===== config.mk =====
export PLATFORM = sky130hd
export DESIGN_NAME = mutex_req_ctrl
export DESIGN_NICKNAME = d
export VERILOG_FILES = /design/src/rtl/mutex_pkg.sv /design/src/rtl/mutex_chan_fsm.sv /design/src/rtl/mutex_req_ctrl.sv
export SDC_FILE = /design/constraint.sdc
export NUM_CORES = 1
export LEC_CHECK = 0
export BUFFER_PORTS_ARGS = -buffer_cell sky130_fd_sc_hd__buf_2
export CAP_MARGIN = 20
export CORE_MARGIN = 2
export CORE_UTILIZATION = 54
export CTS_CLUSTER_SIZE = 10
export DETAILED_ROUTE_END_ITERATION = 10
export PLACE_DENSITY = 0.85
export SYNTH_ARGS = -nofsm -noshare
export SYNTH_HDL_FRONTEND = slang
export SYNTH_HIERARCHICAL = 1
export SYNTH_SLANG_ARGS = --single-unit

===== constraint.sdc =====
create_clock -name clk -period 1.62 [get_ports clk]
set_input_delay 0 -clock clk [delete_from_list [all_inputs] [get_ports clk]]
set_output_delay 0 -clock clk [all_outputs]
set_load 0.05 [all_outputs]

===== src/rtl/mutex_pkg.sv =====
// mutex_pkg: shared types and default constants for the mutex request front end.
// Optional feature macro used by the importing modules: GRANT_TIMEOUT_EN.
package mutex_pkg;

    localparam int NUM_REQ_DEF     = 5;
    localparam int MAX_HOLD_DEF    = 16;
    localparam int SYNC_STAGES_DEF = 2;

    typedef enum logic [1:0] {
        IDLE = 2'd0,
        REQ  = 2'd1,
        OWN  = 2'd2,
        REL  = 2'd3
    } chan_state_t;

endpackage


===== src/rtl/mutex_chan_fsm.sv =====
// mutex_chan_fsm: one client channel of the mutex front end. Holds the grant
// synchroniser, the four-phase handshake FSM, the ownership hold counter and,
// when GRANT_TIMEOUT_EN is defined, the request timeout counter.
module mutex_chan_fsm
    import mutex_pkg::*;
#(
    parameter int MAX_HOLD    = MAX_HOLD_DEF,
    parameter int SYNC_STAGES = SYNC_STAGES_DEF
`ifdef GRANT_TIMEOUT_EN
    ,
    parameter int TIMEOUT_CYC = 64
`endif
) (
    input  logic clk,
    input  logic rst,
    input  logic cli_req,
    input  logic cli_rel,
    input  logic arb_grant,
    output logic cli_gnt,
    output logic cli_force,
    output logic arb_req,
    output logic gnt_s,
    output logic active
`ifdef GRANT_TIMEOUT_EN
    ,
    output logic cli_timeout
`endif
);

    localparam int HOLD_W = $clog2(MAX_HOLD);

    chan_state_t             state;
    chan_state_t             next_state;
    logic [SYNC_STAGES-1:0]  sync_q;
    logic [HOLD_W-1:0]       hold_cnt;
    logic                    hold_done;
    logic                    arb_req_d;
    logic                    force_d;

`ifdef GRANT_TIMEOUT_EN
    localparam int TMO_W = $clog2(TIMEOUT_CYC);

    logic [TMO_W-1:0]        req_cnt;
    logic                    tmo_done;
    logic                    tmo_d;
`endif

    assign gnt_s     = sync_q[SYNC_STAGES-1];
    assign hold_done = (hold_cnt == HOLD_W'(MAX_HOLD - 1));

    // Shift the asynchronous grant through the synchroniser chain.
    always_ff @(posedge clk) begin
        if (rst) begin
            sync_q <= '0;
        end else begin
            sync_q <= {sync_q[SYNC_STAGES-2:0], arb_grant};
        end
    end

    // State register for the handshake FSM.
    always_ff @(posedge clk) begin
        if (rst) begin
            state <= IDLE;
        end else begin
            state <= next_state;
        end
    end

    // Ownership counter: held at zero outside OWN so every entry starts from 0, saturates at expiry.
    always_ff @(posedge clk) begin
        if (rst) begin
            hold_cnt <= '0;
        end else if (state != OWN) begin
            hold_cnt <= '0;
        end else if (!hold_done) begin
            hold_cnt <= hold_cnt + HOLD_W'(1);
        end
    end

`ifdef GRANT_TIMEOUT_EN
    assign tmo_done = (req_cnt == TMO_W'(TIMEOUT_CYC - 1));

    // Request-wait counter: held at zero outside REQ, saturates at the timeout value.
    always_ff @(posedge clk) begin
        if (rst) begin
            req_cnt <= '0;
        end else if (state != REQ) begin
            req_cnt <= '0;
        end else if (!tmo_done) begin
            req_cnt <= req_cnt + TMO_W'(1);
        end
    end
`endif

    // Next-state logic: grant wins over abandon, and a client release wins over hold expiry.
    always_comb begin
        next_state = state;
        case (state)
            IDLE: begin
                if (cli_req) next_state = REQ;
            end
            REQ: begin
                if (gnt_s) begin
                    next_state = OWN;
                end else if (!cli_req) begin
                    next_state = REL;
                end
`ifdef GRANT_TIMEOUT_EN
                else if (tmo_done) begin
                    next_state = REL;
                end
`endif
            end
            OWN: begin
                if (cli_rel || hold_done) next_state = REL;
            end
            REL: begin
                if (!gnt_s) next_state = IDLE;
            end
            default: next_state = IDLE;
        endcase
    end

    // Output decode: arb_req and the pulses are precomputed here and registered below.
    always_comb begin
        arb_req_d = (next_state == REQ) || (next_state == OWN);
        force_d   = (state == OWN) && !cli_rel && hold_done;
        cli_gnt   = (state == OWN);
        active    = (state != IDLE);
`ifdef GRANT_TIMEOUT_EN
        tmo_d     = (state == REQ) && !gnt_s && cli_req && tmo_done;
`endif
    end

    // Output registers so the arbiter X line and the pulses come straight from flops.
    always_ff @(posedge clk) begin
        if (rst) begin
            arb_req     <= 1'b0;
            cli_force   <= 1'b0;
`ifdef GRANT_TIMEOUT_EN
            cli_timeout <= 1'b0;
`endif
        end else begin
            arb_req     <= arb_req_d;
            cli_force   <= force_d;
`ifdef GRANT_TIMEOUT_EN
            cli_timeout <= tmo_d;
`endif
        end
    end

endmodule


===== src/rtl/mutex_req_ctrl.sv =====
// mutex_req_ctrl: synchronous client front end for the 5-way mutex arbiter.
// One mutex_chan_fsm per client, plus the sticky mutual-exclusion check and busy flag.
// Optional feature macro: GRANT_TIMEOUT_EN adds the cli_timeout port and REQ timeout.
module mutex_req_ctrl
    import mutex_pkg::*;
#(
    parameter int NUM_REQ     = NUM_REQ_DEF,
    parameter int MAX_HOLD    = MAX_HOLD_DEF,
    parameter int SYNC_STAGES = SYNC_STAGES_DEF
`ifdef GRANT_TIMEOUT_EN
    ,
    parameter int TIMEOUT_CYC = 64
`endif
) (
    input  logic               clk,
    input  logic               rst,
    input  logic [NUM_REQ-1:0] cli_req,
    input  logic [NUM_REQ-1:0] cli_rel,
    output logic [NUM_REQ-1:0] cli_gnt,
    output logic [NUM_REQ-1:0] cli_force,
    output logic [NUM_REQ-1:0] arb_req,
    input  logic [NUM_REQ-1:0] arb_grant,
    output logic               mutex_err,
    output logic               busy
`ifdef GRANT_TIMEOUT_EN
    ,
    output logic [NUM_REQ-1:0] cli_timeout
`endif
);

    localparam int CNT_W = $clog2(NUM_REQ + 1);

    logic [NUM_REQ-1:0] gnt_s;
    logic [NUM_REQ-1:0] chan_active;
    logic [CNT_W-1:0]   gnt_count;
    logic               multi_now;
    logic               err_q;

    for (genvar i = 0; i < NUM_REQ; i++) begin : g_chan
        mutex_chan_fsm #(
            .MAX_HOLD    (MAX_HOLD),
            .SYNC_STAGES (SYNC_STAGES)
`ifdef GRANT_TIMEOUT_EN
            ,
            .TIMEOUT_CYC (TIMEOUT_CYC)
`endif
        ) u_chan (
            .clk         (clk),
            .rst         (rst),
            .cli_req     (cli_req[i]),
            .cli_rel     (cli_rel[i]),
            .arb_grant   (arb_grant[i]),
            .cli_gnt     (cli_gnt[i]),
            .cli_force   (cli_force[i]),
            .arb_req     (arb_req[i]),
            .gnt_s       (gnt_s[i]),
            .active      (chan_active[i])
`ifdef GRANT_TIMEOUT_EN
            ,
            .cli_timeout (cli_timeout[i])
`endif
        );
    end

    // Population count of the synchronised grants; more than one is a mutex violation.
    always_comb begin
        gnt_count = '0;
        for (int i = 0; i < NUM_REQ; i++) begin
            gnt_count = gnt_count + CNT_W'(gnt_s[i]);
        end
        multi_now = (gnt_count > CNT_W'(1));
    end

    // Sticky error flag, cleared only by reset.
    always_ff @(posedge clk) begin
        if (rst) begin
            err_q <= 1'b0;
        end else if (multi_now) begin
            err_q <= 1'b1;
        end
    end

    // The flag shows in the same cycle the double grant appears on gnt_s, then holds.
    assign mutex_err = err_q | multi_now;

    // Registered busy: any channel outside IDLE.
    always_ff @(posedge clk) begin
        if (rst) begin
            busy <= 1'b0;
        end else begin
            busy <= |chan_active;
        end
    end

endmodule


# After elaboration in Yosys (flattened, before gate mapping)

Cells that the tools add are included.

Flip-flop bits (word level): 52
Input port bits: 17
Output and inout port bits: 17
Word-level logic and storage cells: 144

$add $sub $neg: 9
Magnitude comparators: 1
Eq/ne operators: 35
Mux-type cells: 30
Bitwise logic cells: 1
Reductions and logical operators: 41

Operator list:

| kind                                                           | number |
|---|---|
| two-way mux 2 bit                                              | 25 |
| one-hot mux 2 bit (4 select lines)                             | 5 |
| equality test 2 bit (second input constant)                    | 15 |
| adder 4 x 1 -> 4 bit (second input constant)                   | 5 |
| equality test 2 x 1 -> 1 bit (second input constant)           | 10 |
| equality test 4 bit (second input constant)                    | 5 |
| logical AND 1 bit                                              | 10 |
| zero test 2 bit                                                | 5 |
| logical OR 1 bit                                               | 10 |
| inequality test 2 bit (second input constant)                  | 5 |
| nonzero test 2 bit                                             | 5 |
| OR reduction 2 bit                                             | 5 |
| adder 3 x 1 -> 3 bit                                           | 2 |
| zero test 1 bit                                                | 5 |
| OR reduction 5 bit                                             | 1 |
| adder 2 x 1 -> 3 bit                                           | 1 |
| greater-than comparator 3 x 1 -> 1 bit (second input constant) | 1 |
| adder 1 x 1 -> 2 bit                                           | 1 |
| bitwise OR 1 bit                                               | 1 |

# Depth between registers and ports, before layout

Depth after elaboration: 6
Mapped depth: 6
Gate-level depth less buffers: 6

# By module

Netlist, hierarchy kept.

Modules (own cells, without submodules):

| module         | instances | cells each | area an instance (µm²) | sequential area each (µm²) |
|---|---|---|---|---|
| mutex_chan_fsm | 5         | 43         | 429.2                  | 200.2 |
| mutex_req_ctrl | 1         | 15         | 120.1                  | 40.0 |

# Worst setup path before layout

Ideal clock, no wire load.

Path type: register to output
Start: register g_chan[0].u_chan.sync_q[1]
End: output mutex_err
Arrival time: 1672 ps
Data required time: 1620 ps
Slack: -52 ps
Stages on the path, launching flop included: 7
Buffers on the path: 0
Cell sequence: dfxtp_1 inv_1 fa_1 inv_1 ha_1 nand2_1 nand3_1

Cells in the longest elaborated chain, start to end: 6

Ends and longest elaborated chain:

| element                                | line                 | RTL |
|---|---|---|
| start, declared                        | mutex_chan_fsm.sv:34 | `logic [SYNC_STAGES-1:0] sync_q;` |
| start signal, assigned                 | mutex_chan_fsm.sv:56 | `sync_q <= {sync_q[SYNC_STAGES-2:0], arb_grant};` |
| adder 1 x 1 -> 2 bit                   | mutex_req_ctrl.sv:69 | `gnt_count = gnt_count + CNT_W'(gnt_s[i]);` |
| adder 2 x 1 -> 3 bit                   | mutex_req_ctrl.sv:69 |  |
| adder 3 x 1 -> 3 bit (2 in a row)      | mutex_req_ctrl.sv:69 |  |
| greater-than comparator 3 x 1 -> 1 bit | mutex_req_ctrl.sv:71 | `multi_now = (gnt_count > CNT_W'(1));` |
| bitwise OR 1 bit                       | mutex_req_ctrl.sv:84 | `assign mutex_err = err_q \| multi_now;` |
| end, declared                          | mutex_req_ctrl.sv:23 | `output logic mutex_err,` |

No other way between the ends.

# Worst setup path in the final report

Same ends and word-level chain as after synthesis.

==> out/results.ini <==
[outcome]
status=finished, violations left
violations=negative setup slack

[timing]
period_needed_ns=1.83
finalMaxSlewViolations=0
hold_viol=0
tightest_slew_ns=0.551
relSlewSlack_pct=63.3
rsz0062_at_grt=yes
setup_viol=2
fin_ws_ns=-0.209
max_freq_mhz=547
min_period_over_period_pct=113
skew_ns=0.00397

[power_and_ir_drop]
seqPwrFrac_pct=54.3
leakagePower_nw=1.21
power_density_nw_per_um2=929
peakVddDrop_uv=597
clockPowerShare_pct=29.2
p_sw_mw=0.706
p_comb_share_pct=16.5
intPower_mw=1.88
swShare_pct=27.3

[grt]
grtUsageMet1_pct=21.6
antenna_found_initial=0
gr-usage-met3_pct=5.52
grt_overflow=0
top_usage_layer=met2
grt_pass1_wl_um=6420
grt_pass1_vias=1491
grt_start_max_net_pins=32
use_met2_pct=31.5
grt_use_total_pct=18.6

[clock_tree]
h-tree-depth=2
clock_path_buffers=2
clk_pin_slew_ns=0.09
clock_sinks=52
clk_latency_ns=0.30
cts_made_buffers=5
root_buffer=clkbuf_8
tritoncts=done

[yosys]
synth_area_leaders=dfxtp_1 46%, nor2_1 7.0%, nand2b_4 6.1%
synth-edff-count=0
synthTopCellsByCount=52 x dfxtp_1, 42 x nor2_1, 16 x nand2_1, 11 x a21oi_1
syn-num-nets=254
syn_inst=230
syn_area_um2=2270
ys_seq_elements=52
yosysSeqAreaShare_pct=45.9
avgSynthCellArea_um2=9.85
yosys_warnings=6
ys.flop_type=dfxtp_1
synth_top_cell_by_area=dfxtp_1
synth_cell_types=23
postSynth.asyncResetShare_pct=0
synth_top_area_share_pct=45.9
post-synth-top-count-cell=dfxtp_1

[worst_setup_path]
path_cells=inv_2 > fa_1 > inv_2 > ha_4 > nand2_4 > nand3_4 > buf_8
critical-path-max-stage-delay_ns=0.55
slowest_stage=fa_1
crit_top_cell=inv_2
cp_max_fo=2
required_ns=1.62
worst-setup-path-type=register to output pin
cp-start-kind=register
cp.arrival_ns=1.83
end_kind=output pin

[floorplan]
core_um2=4030
start_util_pct=56.2
rows=23
die_width_um=68.8
ios=34
die_h_um=68.8
die_area_um2=4730

[route]
routed_wl_um=4060
post_drt_wl_per_cell_um=12.0
antenna_left=0
viasPerCell=5.24
drtIter0Drc=85
drc=0
firstDrtPassIters=4
via_count=1765

[final_layout]
drive_above_1_share_pct=35.2
area_delta_synth_final_pct=23.0
fin_util_pct=69.2
nets=310
n_antenna_cell=0
fillers=321

[placement]
pre_cts_slack_ns=-0.00930
place_congestion=0.748
dp_hpwl_um=2830
port_buffers=33

[flow_run]
max_cap_viol_count=0

[hold_path]
hold_path_class=input pin to register

[repair_timing]
action	4_1_cts	5_1_grt
resized for setup	10	5
gates cloned	0	0
endpoints found under the setup margin	1	2
setup buffers	1	1
hold buffers	10	0
pin swaps	2	2
hold endpoints to repair	10	0
[cell type report]
| cell class | instances | area (um^2) | area share (%) |
|---|---|---|---|
| flip-flops and latches | 52 | 1040 | 37.5 |
| multi-input cells | 164 | 1210 | 43.5 |
| inverters | 14 | 52.6 | 1.89 |
| repair buffers | 49 | 320 | 11.5 |
| clock inverters | 1 | 7.51 | 0.269 |
| clock buffers | 7 | 86.3 | 3.10 |
| well taps | 50 | 62.6 | 2.25 |
[stage by stage]
stage          cells  hold slack, ns   TNS, ns  cell area (um^2)  power, mW
2_1_floorplan    230          0.0691         0              2270       1.70
3_3_place_gp     317           0.188         0              2530       1.80
3_5_place_dp     317           0.185  -0.00930              2530       1.81
4_1_cts          336          0.0348    -0.249              2760       2.60
5_1_grt          337          0.0398    -0.509              2790       2.72
6_report         337          0.0535    -0.356              2790       2.59
[state kept, by name, summed over array words and instances (netlist names)]
register and cells:
g_chan.u_chan/hold_cnt 20, g_chan.u_chan/state 10, g_chan.u_chan/sync_q 10, g_chan.u_chan/arb_req 5, g_chan.u_chan/cli_force 5, busy 1, err_q 1
[cell usage in the layout (no fill, tap or decap), types with 6 or more instances in the layout]
master          n
dlygate4sd3_1  10
inv_2           8
nand2_1        15
inv_1           6
clkbuf_8        6
dfxtp_1        49
nor2_1         41
a31oi_1         6
nor3_2         10
nand2b_4       10
nor2b_1        10
buf_2          32
a21oi_1        11
buf_4           6
[per-layer routing]
| layer | part of all wire, % | vias to the layer above | routed length, um |
|---|---|---|---|
| met4 | 1.2 | 0 | 49 |
| met3 | 4.4 | 4 | 179 |
| li1 | - | 899 | - |
| met5 | 0 | - | 0 |
| met2 | 49 | 42 | 2010 |
| met1 | 45 | 820 | 1820 |
[logic make-up (layout without fill, tap and decap cells)]
| kind of cell | after synthesis | in the layout | synth area share, % |
|---|---|---|---|
| and+or+nand+nor | 105 | 105 | 28.0 |
| DFF | 52 | 52 | 45.9 |
| muxes | 10 | 10 | 5.52 |
| xor gates and xnor gates | 5 | 5 | 1.93 |
| buffers and inverters | 14 | 71 | 2.32 |
| AOI/OAI and AO/OA | 37 | 37 | 12.1 |
| adders and majority gates | 7 | 7 | 4.20 |
[final timing paths]
kind	from	endpoint	slack (ns)	cells after the start
setup / recovery	g_chan[0].u_chan/sync_q[1]	mutex_err	-0.21	7
hold / removal	cli_req[2]	g_chan[2].u_chan/arb_req	0.05	3
setup reg to reg	g_chan[0].u_chan/sync_q[1]	err_q	-0.15	8
hold reg to reg	g_chan[0].u_chan/sync_q[0]	g_chan[0].u_chan/sync_q[1]	0.44	1
[critical path: cells and delay by family (launching register included)]
kind          cells  cell delay (ns)
fa+ha+maj         2             0.81
buf+inv           3             0.24
flops             1             0.34
simple gates      2             0.14
[power groups by stage]
| stage | clock network, mW | registers [mW] | logic, mW |
|---|---|---|---|
| after floorplan | 0 | 1.47 | 0.236 |
| after global placement | 0 | 1.43 | 0.371 |
| after detailed placement | 0 | 1.43 | 0.381 |
| after CTS | 0.778 | 1.40 | 0.415 |
| after global routing | 0.843 | 1.42 | 0.459 |
| final | 0.756 | 1.40 | 0.426 |
Power figures use the tool's default switching activity.
